**config.mk**
```make
export PLATFORM = sky130hd
export DESIGN_NAME = mmio_uart_tx
export DESIGN_NICKNAME = d
export VERILOG_FILES = /design/src/rtl/mmio_uart_tx_pkg.sv /design/src/rtl/mmio_uart_tx_sync_fifo.sv /design/src/rtl/mmio_uart_tx.sv
export SDC_FILE = /design/constraint.sdc
export NUM_CORES = 1
export LEC_CHECK = 0
export CORE_UTILIZATION = 50
export CTS_BUF_LIST = sky130_fd_sc_hd__clkbuf_8
export DETAILED_ROUTE_END_ITERATION = 10
export DONT_BUFFER_PORTS = 1
export PLACE_DENSITY = 0.68
export SYNTH_ARGS = -nofsm -noshare
export SYNTH_HDL_FRONTEND = slang
export SYNTH_SLANG_ARGS = --single-unit
```
**constraint.sdc**
```tcl
create_clock -name clk -period 3.3 [get_ports clk]
set_input_delay 0.33 -clock clk [delete_from_list [all_inputs] [get_ports clk]]
set_output_delay 0.33 -clock clk [all_outputs]
set_load 0.01 [all_outputs]
```
**src/rtl/mmio_uart_tx_pkg.sv**
```systemverilog
// Shared types and constants for the memory-mapped UART transmitter.
// Register indices are word offsets inside the 16-byte window (A[3:2]).
package mmio_uart_tx_pkg;

    typedef logic [31:0] addr_t;
    typedef logic [31:0] data_t;

    typedef enum logic [1:0] {
        UART_IDLE  = 2'd0,
        UART_START = 2'd1,
        UART_DATA  = 2'd2,
        UART_STOP  = 2'd3
    } uart_state_t;

    localparam logic [1:0] UART_REG_TXDATA = 2'd0;
    localparam logic [1:0] UART_REG_STATUS = 2'd1;
    localparam logic [1:0] UART_REG_CTRL   = 2'd2;

    localparam int STATUS_BUSY_BIT  = 0;
    localparam int STATUS_FULL_BIT  = 1;
    localparam int STATUS_EMPTY_BIT = 2;
    localparam int STATUS_OVF_BIT   = 3;
    localparam int STATUS_COUNT_LSB = 4;

    localparam int CTRL_TXEN_BIT  = 0;
    localparam int CTRL_IRQEN_BIT = 1;

endpackage

```
**src/rtl/mmio_uart_tx_sync_fifo.sv**
```systemverilog
// Small synchronous FIFO buffering bytes between the bus and the serialiser.
// Head entry is presented combinationally on rdata_o; pushes into a full
// FIFO and pops from an empty one are ignored.
module sync_fifo #(
    parameter int WIDTH = 8,
    parameter int DEPTH = 8
) (
    input  logic                     clk,
    input  logic                     reset,
    input  logic                     push_i,
    input  logic [WIDTH-1:0]         wdata_i,
    input  logic                     pop_i,
    output logic [WIDTH-1:0]         rdata_o,
    output logic                     full_o,
    output logic                     empty_o,
    output logic [$clog2(DEPTH):0]   count_o
);

    localparam int AW = $clog2(DEPTH);
    localparam logic [AW:0] FULL_COUNT = (AW + 1)'(DEPTH);

    logic [WIDTH-1:0] mem_q [DEPTH];
    logic [AW-1:0]    wrPtr_q;
    logic [AW-1:0]    rdPtr_q;
    logic [AW:0]      count_q;
    logic             doPush;
    logic             doPop;

    assign full_o  = (count_q == FULL_COUNT);
    assign empty_o = (count_q == '0);
    assign doPush  = push_i && !full_o;
    assign doPop   = pop_i && !empty_o;
    assign rdata_o = mem_q[rdPtr_q];
    assign count_o = count_q;

    // Storage array; contents need no reset because count gates visibility.
    always_ff @(posedge clk) begin
        if (doPush) begin
            mem_q[wrPtr_q] <= wdata_i;
        end
    end

    // Pointers wrap naturally at the power-of-two depth; count tracks occupancy.
    always_ff @(posedge clk) begin
        if (reset) begin
            wrPtr_q <= '0;
            rdPtr_q <= '0;
            count_q <= '0;
        end else begin
            if (doPush) begin
                wrPtr_q <= wrPtr_q + 1'b1;
            end
            if (doPop) begin
                rdPtr_q <= rdPtr_q + 1'b1;
            end
            case ({doPush, doPop})
                2'b10:   count_q <= count_q + 1'b1;
                2'b01:   count_q <= count_q - 1'b1;
                default: count_q <= count_q;
            endcase
        end
    end

endmodule

```
**src/rtl/mmio_uart_tx.sv**
```systemverilog
// Memory-mapped 8N1 UART transmitter on the core's single-port bus.
// Registers: TXDATA (push), STATUS, CTRL, reserved. Bytes are queued in
// sync_fifo and shifted out LSB first on a registered, glitch-free line.
// Optional feature: define MMIO_UART_TX_IRQ_EN to add the irq output and
// make CTRL[1] (irq_en) writable.
module mmio_uart_tx
    import mmio_uart_tx_pkg::*;
#(
    parameter logic [31:0] BASE_ADDR    = 32'h0000_1000,
    parameter int          CLKS_PER_BIT = 868,
    parameter int          FIFO_DEPTH   = 8
) (
    input  logic        clk,
    input  logic        reset,
    input  logic [31:0] A,
    input  logic [31:0] WD,
    input  logic        WE,
    output logic [31:0] RD,
    output logic        hit,
    output logic        uart_tx
`ifdef MMIO_UART_TX_IRQ_EN
    ,
    output logic        irq
`endif
);

    localparam int CNT_W  = $clog2(FIFO_DEPTH) + 1;
    localparam int BAUD_W = $clog2(CLKS_PER_BIT);
    localparam logic [BAUD_W-1:0] BAUD_RELOAD = BAUD_W'(CLKS_PER_BIT - 1);

    logic [1:0]       regSel;
    logic             busWrite;
    logic             txWrite;
    logic             statusWrite;
    logic             ctrlWrite;
    logic             fifoPush;
    logic             fifoPop;
    logic [7:0]       fifoHead;
    logic             fifoFull;
    logic             fifoEmpty;
    logic [CNT_W-1:0] fifoCount;
    logic [31:0]      countWide;
    logic [3:0]       countSat;
    data_t            statusWord;
    data_t            ctrlWord;
    logic             unusedBits;

    logic             txEn_q, txEn_d;
    logic             overflow_q, overflow_d;
`ifdef MMIO_UART_TX_IRQ_EN
    logic             irqEn_q, irqEn_d;
    logic             irq_q;
`endif

    uart_state_t      state_q, state_d;
    logic [BAUD_W-1:0] baud_q, baud_d;
    logic [7:0]       shift_q, shift_d;
    logic [2:0]       bitIdx_q, bitIdx_d;
    logic             txLine_q, txLine_d;

    assign hit         = (A[31:4] == BASE_ADDR[31:4]);
    assign regSel      = A[3:2];
    assign busWrite    = WE && hit;
    assign txWrite     = busWrite && (regSel == UART_REG_TXDATA);
    assign statusWrite = busWrite && (regSel == UART_REG_STATUS);
    assign ctrlWrite   = busWrite && (regSel == UART_REG_CTRL);
    assign fifoPush    = txWrite && !fifoFull;
    assign unusedBits  = ^{A[1:0], WD[31:8]};

    sync_fifo #(
        .WIDTH (8),
        .DEPTH (FIFO_DEPTH)
    ) u_fifo (
        .clk     (clk),
        .reset   (reset),
        .push_i  (fifoPush),
        .wdata_i (WD[7:0]),
        .pop_i   (fifoPop),
        .rdata_o (fifoHead),
        .full_o  (fifoFull),
        .empty_o (fifoEmpty),
        .count_o (fifoCount)
    );

    // Next-state for CTRL and the sticky overflow flag; full is the pre-edge value.
    always_comb begin
        txEn_d     = txEn_q;
        overflow_d = overflow_q;
`ifdef MMIO_UART_TX_IRQ_EN
        irqEn_d    = irqEn_q;
`endif
        if (ctrlWrite) begin
            txEn_d  = WD[CTRL_TXEN_BIT];
`ifdef MMIO_UART_TX_IRQ_EN
            irqEn_d = WD[CTRL_IRQEN_BIT];
`endif
        end
        if (txWrite && fifoFull) begin
            overflow_d = 1'b1;
        end else if (statusWrite && WD[STATUS_OVF_BIT]) begin
            overflow_d = 1'b0;
        end
    end

    // Control/status register state.
    always_ff @(posedge clk) begin
        if (reset) begin
            txEn_q     <= 1'b1;
            overflow_q <= 1'b0;
`ifdef MMIO_UART_TX_IRQ_EN
            irqEn_q    <= 1'b0;
`endif
        end else begin
            txEn_q     <= txEn_d;
            overflow_q <= overflow_d;
`ifdef MMIO_UART_TX_IRQ_EN
            irqEn_q    <= irqEn_d;
`endif
        end
    end

    // Read-side register images and the combinational read mux.
    always_comb begin
        countWide = 32'(fifoCount);
        countSat  = (countWide > 32'd15) ? 4'hF : countWide[3:0];

        statusWord                                = '0;
        statusWord[STATUS_BUSY_BIT]               = (state_q != UART_IDLE);
        statusWord[STATUS_FULL_BIT]               = fifoFull;
        statusWord[STATUS_EMPTY_BIT]              = fifoEmpty;
        statusWord[STATUS_OVF_BIT]                = overflow_q;
        statusWord[STATUS_COUNT_LSB +: 4]         = countSat;

        ctrlWord                = '0;
        ctrlWord[CTRL_TXEN_BIT] = txEn_q;
`ifdef MMIO_UART_TX_IRQ_EN
        ctrlWord[CTRL_IRQEN_BIT] = irqEn_q;
`endif

        RD = '0;
        if (hit) begin
            case (regSel)
                UART_REG_STATUS: RD = statusWord;
                UART_REG_CTRL:   RD = ctrlWord;
                default:         RD = '0;
            endcase
        end
    end

    // Serialiser next-state: baud countdown, bit index, shifting and line level.
    always_comb begin
        state_d  = state_q;
        baud_d   = baud_q;
        shift_d  = shift_q;
        bitIdx_d = bitIdx_q;
        fifoPop  = 1'b0;
        txLine_d = 1'b1;

        case (state_q)
            UART_IDLE: begin
                if (txEn_q && !fifoEmpty) begin
                    fifoPop  = 1'b1;
                    shift_d  = fifoHead;
                    bitIdx_d = '0;
                    baud_d   = BAUD_RELOAD;
                    state_d  = UART_START;
                end
            end
            UART_START: begin
                if (baud_q == '0) begin
                    baud_d  = BAUD_RELOAD;
                    state_d = UART_DATA;
                end else begin
                    baud_d = baud_q - 1'b1;
                end
            end
            UART_DATA: begin
                if (baud_q == '0) begin
                    baud_d = BAUD_RELOAD;
                    if (bitIdx_q == 3'd7) begin
                        state_d = UART_STOP;
                    end else begin
                        shift_d  = shift_q >> 1;
                        bitIdx_d = bitIdx_q + 3'd1;
                    end
                end else begin
                    baud_d = baud_q - 1'b1;
                end
            end
            UART_STOP: begin
                if (baud_q == '0) begin
                    state_d = UART_IDLE;
                end else begin
                    baud_d = baud_q - 1'b1;
                end
            end
            default: state_d = UART_IDLE;
        endcase

        // The line is registered from the upcoming state so the start bit
        // appears on the same edge that leaves IDLE.
        case (state_d)
            UART_START: txLine_d = 1'b0;
            UART_DATA:  txLine_d = shift_d[0];
            default:    txLine_d = 1'b1;
        endcase
    end

    // Serialiser state register.
    always_ff @(posedge clk) begin
        if (reset) begin
            state_q  <= UART_IDLE;
            baud_q   <= '0;
            shift_q  <= '0;
            bitIdx_q <= '0;
            txLine_q <= 1'b1;
        end else begin
            state_q  <= state_d;
            baud_q   <= baud_d;
            shift_q  <= shift_d;
            bitIdx_q <= bitIdx_d;
            txLine_q <= txLine_d;
        end
    end

    assign uart_tx = txLine_q;

`ifdef MMIO_UART_TX_IRQ_EN
    // Interrupt when enabled, nothing queued and the serialiser is idle.
    always_ff @(posedge clk) begin
        if (reset) begin
            irq_q <= 1'b0;
        end else begin
            irq_q <= irqEn_q && fifoEmpty && (state_q == UART_IDLE);
        end
    end

    assign irq = irq_q;
`endif

endmodule

```
==> flow_summary.json <==
{
  "grt_start_max_net_pins": 23,
  "synth_fa_ha_area_frac": 0.04171,
  "period_needed_ns": 2.680,
  "rsz0062_at_grt": "false",
  "synth-simple-area-share": 0.1363,
  "die_w_microns": 99.98,
  "io_pins": 101,
  "syn_to_final_growth_pct": 8.134,
  "gp_congestion": 0.7566,
  "via_count": 2972,
  "synth_top_family_by_area": "simple AND/OR/NAND/NOR gates",
  "vias_per_cell": 5.514,
  "drc_errors": 0,
  "r2r_start": "u_fifo.count_o[0]$_SDFFE_PP0P_",
  "cts_tree": "yes",
  "core_sq_um": 9284,
  "max-slew-margin-rel": 0.4711,
  "slowest_delay_ns": 0.61,
  "first_global_vias": 2813,
  "path_clk_slew_ns": 0.12,
  "grt_pass1_wl_mm": 13.78,
  "crit_slowest_cell": "or4_1",
  "nets": 488,
  "endpoint_kind": "register",
  "synth_xor_area_frac": 0.02007,
  "start_kind": "register",
  "fin_worst_skew_ns": 0.01894,
  "crit_type": "reg2reg",
  "finalSetupViolations": 0,
  "synth-seq-area-share": 0.5631,
  "hold_buffers": 2,
  "hold_class": "in2reg",
  "power_density_nw_per_um2": 448.3,
  "die_area_sq_um": 9995,
  "port_buffers": 0,
  "r2r_slack_ns": 0.62,
  "synth_area_sq_um": 4800,
  "overflow": 0,
  "hold_violations": 0,
  "root_buffer": "clkbuf_8",
  "leakagePower_uw": 0.001805,
  "wl_mm": 8.771,
  "drt.antenna.violating_nets": 0,
  "switching_share": 0.2551,
  "firstDrtPassIters": 4,
  "hpwl_mm": 5.823,
  "path_depth": 10,
  "reg2reg_to": "u_fifo.count_o[2]$_SDFFE_PP0P_",
  "postSynthCellCount": 390,
  "synth_edf_count": 64,
  "yosys.area.top_type_share": 0.4004,
  "startpoint": "u_fifo.count_o[0]$_SDFFE_PP0P_",
  "pwr-share-comb": 0.059,
  "track_usage": 0.1850,
  "critical_path_arrival_ns": 3.00,
  "async_flop_share": 0,
  "cts_sinks": 103,
  "diodes": 0,
  "netlist_top_cells_area": "edfxtp_1, dfxtp_1, mux4_2, ha_1, buf_4",
  "required_ns": 3.62,
  "ir_drop_mv": 0.2449,
  "p_switching_uw": 593.6,
  "pwr-share-seq": 0.594,
  "yosys.area.top_type": "edfxtp_1",
  "synth_compound_area_frac": 0.07430,
  "row_count": 35,
  "crit_buf_inv": 1,
  "reg2reg_depth": 10,
  "wl_per_cell_microns": 16.27,
  "htree_num_levels": 3,
  "crit_end": "u_fifo.count_o[2]$_SDFFE_PP0P_",
  "yosysUniqueCellTypes": 51,
  "initial_core_util": 0.5170,
  "cts-buffers-inserted": 9,
  "crit_chain": "or4_1 > nand3_2 > inv_1 > ha_1 > xor2_1 > ha_1 > a21oi_1 > xor2_1 > or3_1 > a21oi_1",
  "critPathTopFamily": "simple AND/OR/NAND/NOR gates",
  "cp_max_fo": 10,
  "antenna_found_initial": 0,
  "synth_warnings": 0,
  "slew_viol_final": 0,
  "clk_latency_ns": 0.38,
  "finalCritPeriodShare": 0.8122,
  "syn_area_per_cell_sq_um": 12.31,
  "dp_cells": 514,
  "cts_resized": 0,
  "yosys_register_bits": 103,
  "p_int_uw": 1733,
  "cts_setup_buffers": 0,
  "cap_violations": 0,
  "synth_mux_area_frac": 0.1006,
  "status": "completed",
  "synth_ff_type": "edfxtp_1",
  "initialDrtViolationCount": 154,
  "fin_setup_tns_ns": 0,
  "die_h_microns": 99.98,
  "nFillCells": 786,
  "final_cells": 539,
  "fmax_mhz": 373.1,
  "clock_path_buffers": 2,
  "worstMarginPinSlew_ns": 0.7923,
  "drive_above_1_share": 0.1317,
  "pwr-share-clk": 0.347
}
==> power by group through the flow <==
stage          clock network [uW]  registers [uW]  logic (uW)
6_report                      807            1380         137
2_1_floorplan                   0            1410         125
3_3_place_gp                    0            1410         117
4_1_cts                       823            1380         125
3_5_place_dp                    0            1410         119
5_1_grt                       876            1380         154
==> cell usage after synthesis, drive strengths merged (2+ instances only) <==
master	count
mux4	16
buf	32
a211oi	6
nor3b	2
nor4	11
nand3b	2
nand2b	5
xor2	8
or4	4
inv	14
nor3	14
mux2	2
ha	16
clkbuf	8
and3	7
a221oi	3
and2	3
nor4b	3
edfxtp	64
xnor2	3
a21o	2
nand4	4
o21a	3
a211o	3
nand2	17
a31oi	5
o21ai	9
a21oi	14
dfxtp	39
nor2	38
mux2i	10
nand3	11
==> layout by cell type (no fill, tap or decap), types with 9 or more instances in the layout <==
| master | instances |
|---|---|
| nor4_1 | 10 |
| mux4_2 | 16 |
| ha_1 | 16 |
| buf_4 | 12 |
| nor2_1 | 38 |
| mux2i_1 | 10 |
| a21oi_1 | 14 |
| clkbuf_8 | 9 |
| nand3_1 | 10 |
| conb_1 | 24 |
| nor3_1 | 14 |
| dlygate4sd3_1 | 9 |
| edfxtp_1 | 64 |
| nand2_1 | 16 |
| dfxtp_1 | 39 |
| inv_1 | 14 |
==> sequential cells by signal, summed over array words and instances, names as in the netlist, 2 cells and up, named ones only <==
register	cells
baud_q	10
bitIdx_q	3
shift_q	8
state_q	2
u_fifo.count_o	4
u_fifo.mem_q	64
u_fifo.rdPtr_q	3
u_fifo.wrPtr_q	3
==> area by class of cell <==
type,instances,area [sq um],share of cell area
Clock buffer,9,123.9,0.02387
Inverter,14,52.55,0.01013
Clock inverter,7,88.84,0.01712
Tap cell,129,161.4,0.03110
Multi-Input combinational cell,256,1881,0.3623
Timing Repair Buffer,21,180.2,0.03472
Sequential cell,103,2703,0.5207
==> cell families after synthesis <==
logic type                 after synthesis
and+or+nand+nor                        125
DFF                                    103
buffers and inverters                   54
AOI/OAI and AO/OA                       52
muxes                                   28
adders and majority gates               16
xor gates and xnor gates                11
other                                    1
==> per-stage QoR <==
stage	instance area [sq um]	util	setup slack [ns]	power, uW	hold WS, ns
after detailed placement	4887	0.5264	0.4856	1531	0.4061
after floorplan	4886	-	0.4823	1535	0.4289
final	5190	0.5590	0.6197	2327	0.02437
after CTS	5120	0.5515	0.5993	2331	0.0007342
after global placement	4887	0.5264	0.5705	1529	0.4056
after global routing	5190	0.5590	0.4071	2415	0.0005433
==> worst min path at each step <==
stage          start                            to  slack (ns)  depth (start not counted)
6_report       reset       shift_q[2]$_SDFFE_PP0P_        0.02                          1
2_1_floorplan  WD[0]  u_fifo.mem_q[0][0]$_DFFE_PP_        0.43                          0
3_3_place_gp   reset      bitIdx_q[2]$_SDFFE_PP0P_        0.41                          1
5_1_grt        reset       shift_q[5]$_SDFFE_PP0P_      0.0005                          1
3_5_place_dp   reset      bitIdx_q[2]$_SDFFE_PP0P_        0.41                          1
4_1_cts        reset         shift_q[0]$_SDFF_PP0_      0.0007                          1
==> per-layer routing <==
metal  track usage  wire length (microns)  vias up
li1              -                      -     1435
met4       0.07358                    171        0
met1        0.2337                   4009     1455
met3       0.04805                    328       13
met5             0                      0        -
met2        0.3061                   4262       69
No activity file was read; power rests on OpenSTA's default activity.
==> edit 1 (same settings) <==
The package constant `STATUS_COUNT_LSB` goes from 4 to 3.
--- a/src/rtl/mmio_uart_tx_pkg.sv
+++ b/src/rtl/mmio_uart_tx_pkg.sv
@@ -20,7 +20,7 @@
     localparam int STATUS_FULL_BIT  = 1;
     localparam int STATUS_EMPTY_BIT = 2;
     localparam int STATUS_OVF_BIT   = 3;
-    localparam int STATUS_COUNT_LSB = 4;
+    localparam int STATUS_COUNT_LSB = 3;
 
     localparam int CTRL_TXEN_BIT  = 0;
     localparam int CTRL_IRQEN_BIT = 1;
Formal check against the unedited RTL: not equivalent (a bounded check fails within 4 cycles, from zero or initial values and one cycle with reset high).
==> edit 1 against the unedited design <==
Sequential cell count down 1. Sequential share of layout area about the same. Highest routed layer unchanged. Power down 3.7%. Routed wire length up 2.1%. Combinational power up 15%. Synthesized area up 1.4%. Worst setup slack better by 120 ps. Largest cell class unchanged. Core utilization down 0.64 points. Critical path depth unchanged. Fmax up 4.8%. Design area down 0.68%. Synthesized cell count up 1.0%. Clock power down 12%.
==> edit 1: results (changes against the unedited design) <==
Parameter                              Value

Outcome
  Status ... completed

Power
  Worst vdd ir ... 0.000314 V (+28%)
  Switching fraction of total power ... 24.3% (-1.2 points)
  Leakage power ... 0.00180 uW (-0.47%)

Logic synthesis
  Leading cell types by total area after synthesis ... edfxtp_1 (39%), dfxtp_1 (16%), mux4_2 (6.9%)
  Mean post-synth cell area ... 12.4 um^2 (+0.40%)
  Distinct cell type count after synthesis ... 55 (+7.8%)
  YS warnings ... 0 (unchanged)
  Prevailing post-synth register cell ... edfxtp_1
  Share of synthesized flip-flops with an asynchronous set or reset ... 0% (unchanged)
  Part of the Yosys area used for sequential elements ... 55.1% (-1.2 points)
  Top cells by count, synth ... edfxtp_1 (64), dfxtp_1 (38), nor2_1 (38), buf_4 (27), o21ai_0 (19)
  Number of flops mapped to enable cells by yosys ... 64 (unchanged)

CTS
  Maximum number of buffers from clock root to sink ... 2 (unchanged)
  Clock Pin Slew Worst Setup and Hold Paths ... 90 ps (-30 ps)
  Buffers inserted by post-CTS timing repair ... 0 (unchanged)
  TritonCTS Buffers ... 9 (unchanged)
  CTS HTree Levels ... 3 (unchanged)
  Latest clock arrival within the worst-skew pair ... 370 ps
  Buffer type at the clock tree root ... clkbuf_8

Global routing
  Pin count of the biggest net entering global routing ... 22 (-4.3%)
  Total track usage ... 18.5% (about the same)
  Vias in the first global route ... 2756 (-2.0%)
  Global-route wire length before repair ... 13.9 mm (+1.1%)
  Initial antenna violation count ... 0 (unchanged)

Cells and area
  Registers with the highest flip-flop counts ... u_fifo.mem_q: 64 flops, baud_q: 10 flops, shift_q: 8 flops
  Number of antenna diodes ... 0 (unchanged)
  Non-filler cells in the finished layout ... 537 (-0.37%)
  Fraction of final layout cells with drive strength greater than 1 ... 15.4% (+2.3 points)
  Final layout net count ... 486 (-0.41%)

Setup path
  Depth of the worst register-to-register path ... 10 (unchanged)
  Worst-path maximum fanout ... 7 (-3)
  Reg-to-reg critical path startpoint ... u_fifo.count_o[0]
  Type of the worst setup path ... flip-flop to flip-flop
  Signal arrival time at the worst endpoint ... 2860 ps (-140 ps)

Drt
  Remaining DRCs ... 0 (unchanged)
  Vias after detailed routing ... 2965 (-0.24%)
  Iteration count of the initial detailed-routing pass ... 4 (unchanged)
  Iteration-0 DRC Markers ... 100 (-35%)
  Routed len/inst ... 16.7 um (+2.5%)

Hold path
  Worst min-delay path category ... input pin to flip-flop
  Hold Crit Depth ... 1 (unchanged)
  Min-delay src ... reset

Placement
  HPWL after DPL ... 6.18 mm (+6.2%)
  Quantity of I/O buffers inserted on ports ... 0 (unchanged)
  GPL Wtd Cong ... 0.801 (+5.8%)
  Placed cells ... 519 (+0.97%)

STA
  Max-Slew Margin vs Limit ... 46.8% (-0.28 points)
  Clock skew after layout ... 10.0 ps (-8.89 ps)
edit 1: cell count changes after synthesis, moves of 4 or more:
cell | before | now
nor3_1 | 14 | 9
o21ai_0 | 8 | 19
a311oi_1 | 0 | 6
inv_1 | 14 | 10
nor3b_2 | 0 | 4
a211oi_1 | 6 | 2
nor2b_1 | 1 | 5
a21oi_1 | 14 | 18
nor4_1 | 10 | 5
edit 1: power groups by stage:
stage                     logic, uW  registers (uW)  clock network, uW
after CTS                       154            1370                732
after global placement          149            1400                  0
final                           158            1370                709
after floorplan                 152            1400                  0
after detailed placement        152            1400                  0
after global routing            173            1380                774
edit 1: cells by family after synthesis:
kind of cell,share of synthesized area [%]
flops,55.1
compound gates,9.10
other cells,0.0770
mux,10.1
fa+ha+maj,4.11
buf+inv,6.40
simple gates,13.3
xor+xnor,1.80
edit 1: layout make-up:
class	count	area, um^2
fill	785	4170
sequential	102	2680
multi-input combinational	262	1960
tap	129	161
timing repair buffer	17	133
clock buffer	9	124
clock inverter	7	48.8
inverter	11	41.3
edit 1: layer usage:
layer | share of wire (%) | up-vias | track usage, % | routed length (um)
li1 | - | 1442 | - | -
met4 | 1.6 | 0 | 6.02 | 145
met5 | 0 | - | 0 | 0
met1 | 44 | 1445 | 23.1 | 3930
met3 | 3.9 | 12 | 5.34 | 350
met2 | 51 | 66 | 31.1 | 4530
edit 1: final timing paths:
path,end,slack (ps)
worst max-delay path,u_fifo.count_o[2],740
worst min-delay path,baud_q[1],20
worst max register to register,u_fifo.count_o[2],740
worst min register to register,bitIdx_q[2],460
edit 1: timing repair:
action,CTS,global route
endpoints found under the hold margin,1,1
gates resized for setup,0,0
hold buffers,1,1
edit 1: through the flow:
stage               utilization (%)  hold WS, ps  setup WS [ps]  cell area, um^2
floorplan                         -          429            586             4960
global placement               53.2          403            614             4960
detailed placement             53.2          405            568             4960
CTS                            55.2        0.426            736             5140
global route                   55.3         1.49            572             5150
finish                         55.3         21.9            742             5150
edit 1: worst max-delay path, cell delays in order (launching register included):
cell,delay (ps)
dfxtp_1,400
or4_1,560
nand3_1,140
inv_2,100
ha_1,280
xor2_1,160
ha_1,180
a21oi_1,140
xor2_1,90
or3_1,300
a21oi_1,140
==> edit 2 (config.mk and constraints unchanged) <==
Without the edit above. The output `uart_tx` loses its register stage (`txLine_q` becomes a continuous assignment).
--- a/src/rtl/mmio_uart_tx.sv
+++ b/src/rtl/mmio_uart_tx.sv
@@ -213,15 +213,15 @@
             baud_q   <= '0;
             shift_q  <= '0;
             bitIdx_q <= '0;
-            txLine_q <= 1'b1;
         end else begin
             state_q  <= state_d;
             baud_q   <= baud_d;
             shift_q  <= shift_d;
             bitIdx_q <= bitIdx_d;
-            txLine_q <= txLine_d;
-        end
-    end
+        end
+    end
+
+    assign txLine_q = txLine_d;
 
     assign uart_tx = txLine_q;
 
Check against the original RTL: not equivalent (a bounded check fails within 4 cycles, from zero or initial values and one cycle with reset high).
==> edit 2 against the unedited design <==
Routed wire length increased by 3.3%. Synthesized area rose by 1.5%. Core utilization increased by 0.61 points. Register-to-register slack lost 60 ps. Power is 7.2% higher. Worst setup slack lost 230 ps. Sequential cell count shrank 1. Design area up 1.6%. Non-clock buffer count is 2 lower. Clock skew decreased by 9.0 ps. Critical path type is now flip-flop to output port.
==> edit 2: results (changes against the unedited design) <==
Parameter                              Value

Logic synthesis
  Distinct cell type count after synthesis ... 54 (+5.9%)
  Post-synthesis adder-cell area fraction ... 4.11% (-0.063 points)
  Complex-gate fraction of the synthesized area ... 8.14% (+0.71 points)
  Leading cell types by total area after synthesis ... edfxtp_1 (39%), dfxtp_1 (16%), mux4_2 (7.4%)
  Part of the Yosys area used for sequential elements ... 55.0% (-1.3 points)
  Mux contribution to synthesized area ... 10.1% (+0.079 points)
  Mean post-synth cell area ... 12.2 um^2 (-1.2%)
  Top cells by count, synth ... edfxtp_1 (64), dfxtp_1 (38), nor2_1 (28), buf_4 (24), nand2_1 (22)
  YS warnings ... 0 (unchanged)
  XOR/XNOR Fraction of Synth Area ... 1.98% (-0.030 points)

Global routing
  Total track usage ... 19.2% (+0.66 points)
  Pin count of the biggest net entering global routing ... 21 (-8.7%)
  Vias in the first global route ... 2918 (+3.7%)

Setup path
  Worst-path maximum fanout ... 5 (-5)
  Depth of the worst register-to-register path ... 11 (+1)
  Signal arrival time at the worst endpoint ... 2580 ps (-420 ps)
  Reg-to-reg critical path startpoint ... u_fifo.count_o[1]
  Flop2flop setup slack ... 560 ps (-60 ps)
  Max incr delay on CP ... 540 ps (-70 ps)
  Slowest cell on the critical path ... or4b_1

Power
  Cell-internal power ... 1890 uW (+8.9%)
  Relative contribution of sequential cells to total power ... 55.2% (-4.2 points)
  Worst vdd ir ... 0.000301 V (+23%)
  Combinational group share of total power ... 7.7% (+1.8 points)
  Leakage power ... 0.00179 uW (-0.54%)

Outcome
  Status ... completed

Cells and area
  Non-filler cells in the finished layout ... 547 (+1.5%)
  Clock tree buffer count of the final layout ... 9 (unchanged)
  Layout fillers ... 771 (-1.9%)
  Area used by sequential logic in the layout ... 2680 um^2 (-0.74%)
  Combined area of the multi-input logic cells ... 1960 um^2 (+4.3%)
  Non-clock inverter count in the final layout ... 18 (+4)
  Final layout net count ... 496 (+1.6%)
  Final-layout non-clock buffer area share ... 2.90% (-0.58 points)
  Core utilization of the finished layout ... 56.5% (+0.61 points)
  Area fraction of clock buffers and clock inverters ... 4.65% (+0.55 points)
  Multi-input combinational cell count ... 263 (+2.7%)
  Fraction of final layout cells with drive strength greater than 1 ... 13.6% (+0.47 points)

Placement
  Placement-stage cell area ... 4990 um^2 (+2.0%)
  Place WS ... 490 ps (+4.84 ps)
  GPL Wtd Cong ... 0.783 (+3.4%)
  Placed cells ... 527 (+2.5%)

Drt
  Routed len/inst ... 16.6 um (+1.8%)
  Via-per-instance ratio ... 5.53 (+0.29%)
  Iteration-0 DRC Markers ... 136 (-12%)

STA
  Worst Hold Slack ... 27.4 ps (+3.06 ps)
  Pin slew with the least headroom to its limit ... 812 ps (+19.5 ps)

CTS
  Maximum number of buffers from clock root to sink ... 2 (unchanged)
  Sink Count ... 102 (-0.97%)
  Clock Pin Slew Worst Setup and Hold Paths ... 100 ps (-20 ps)
edit 2: critical path, delay by kind of cell, from the launching register on:
kind | cells | cell delay [ps]
AO/OA/AOI/OAI | 1 | 270
buffers and inverters | 1 | 90
flip-flops | 1 | 340
AND/OR/NAND/NOR | 4 | 1270
adder cells (fa/ha/maj) | 1 | 240
edit 2: how the worst max path moves through the flow:
stage / from / to / slack [ps]
after floorplan: A[13] / u_fifo.count_o[2] / 510
after global placement: A[13] / u_fifo.count_o[2] / 550
after detailed placement: A[13] / u_fifo.count_o[2] / 490
after CTS: baud_q[0] / uart_tx / 360
after global routing: baud_q[0] / uart_tx / 170
final: baud_q[0] / uart_tx / 390
edit 2: metal layers:
metal | wire (um) | vias to the layer above | share of wire [%] | GRT usage (%)
met1 | 4050 | 1491 | 45 | 24.9
met4 | 102 | 0 | 1.1 | 6.47
met5 | 0 | - | 0 | 0
li1 | - | 1467 | - | -
met3 | 328 | 8 | 3.6 | 4.30
met2 | 4590 | 59 | 51 | 31.9
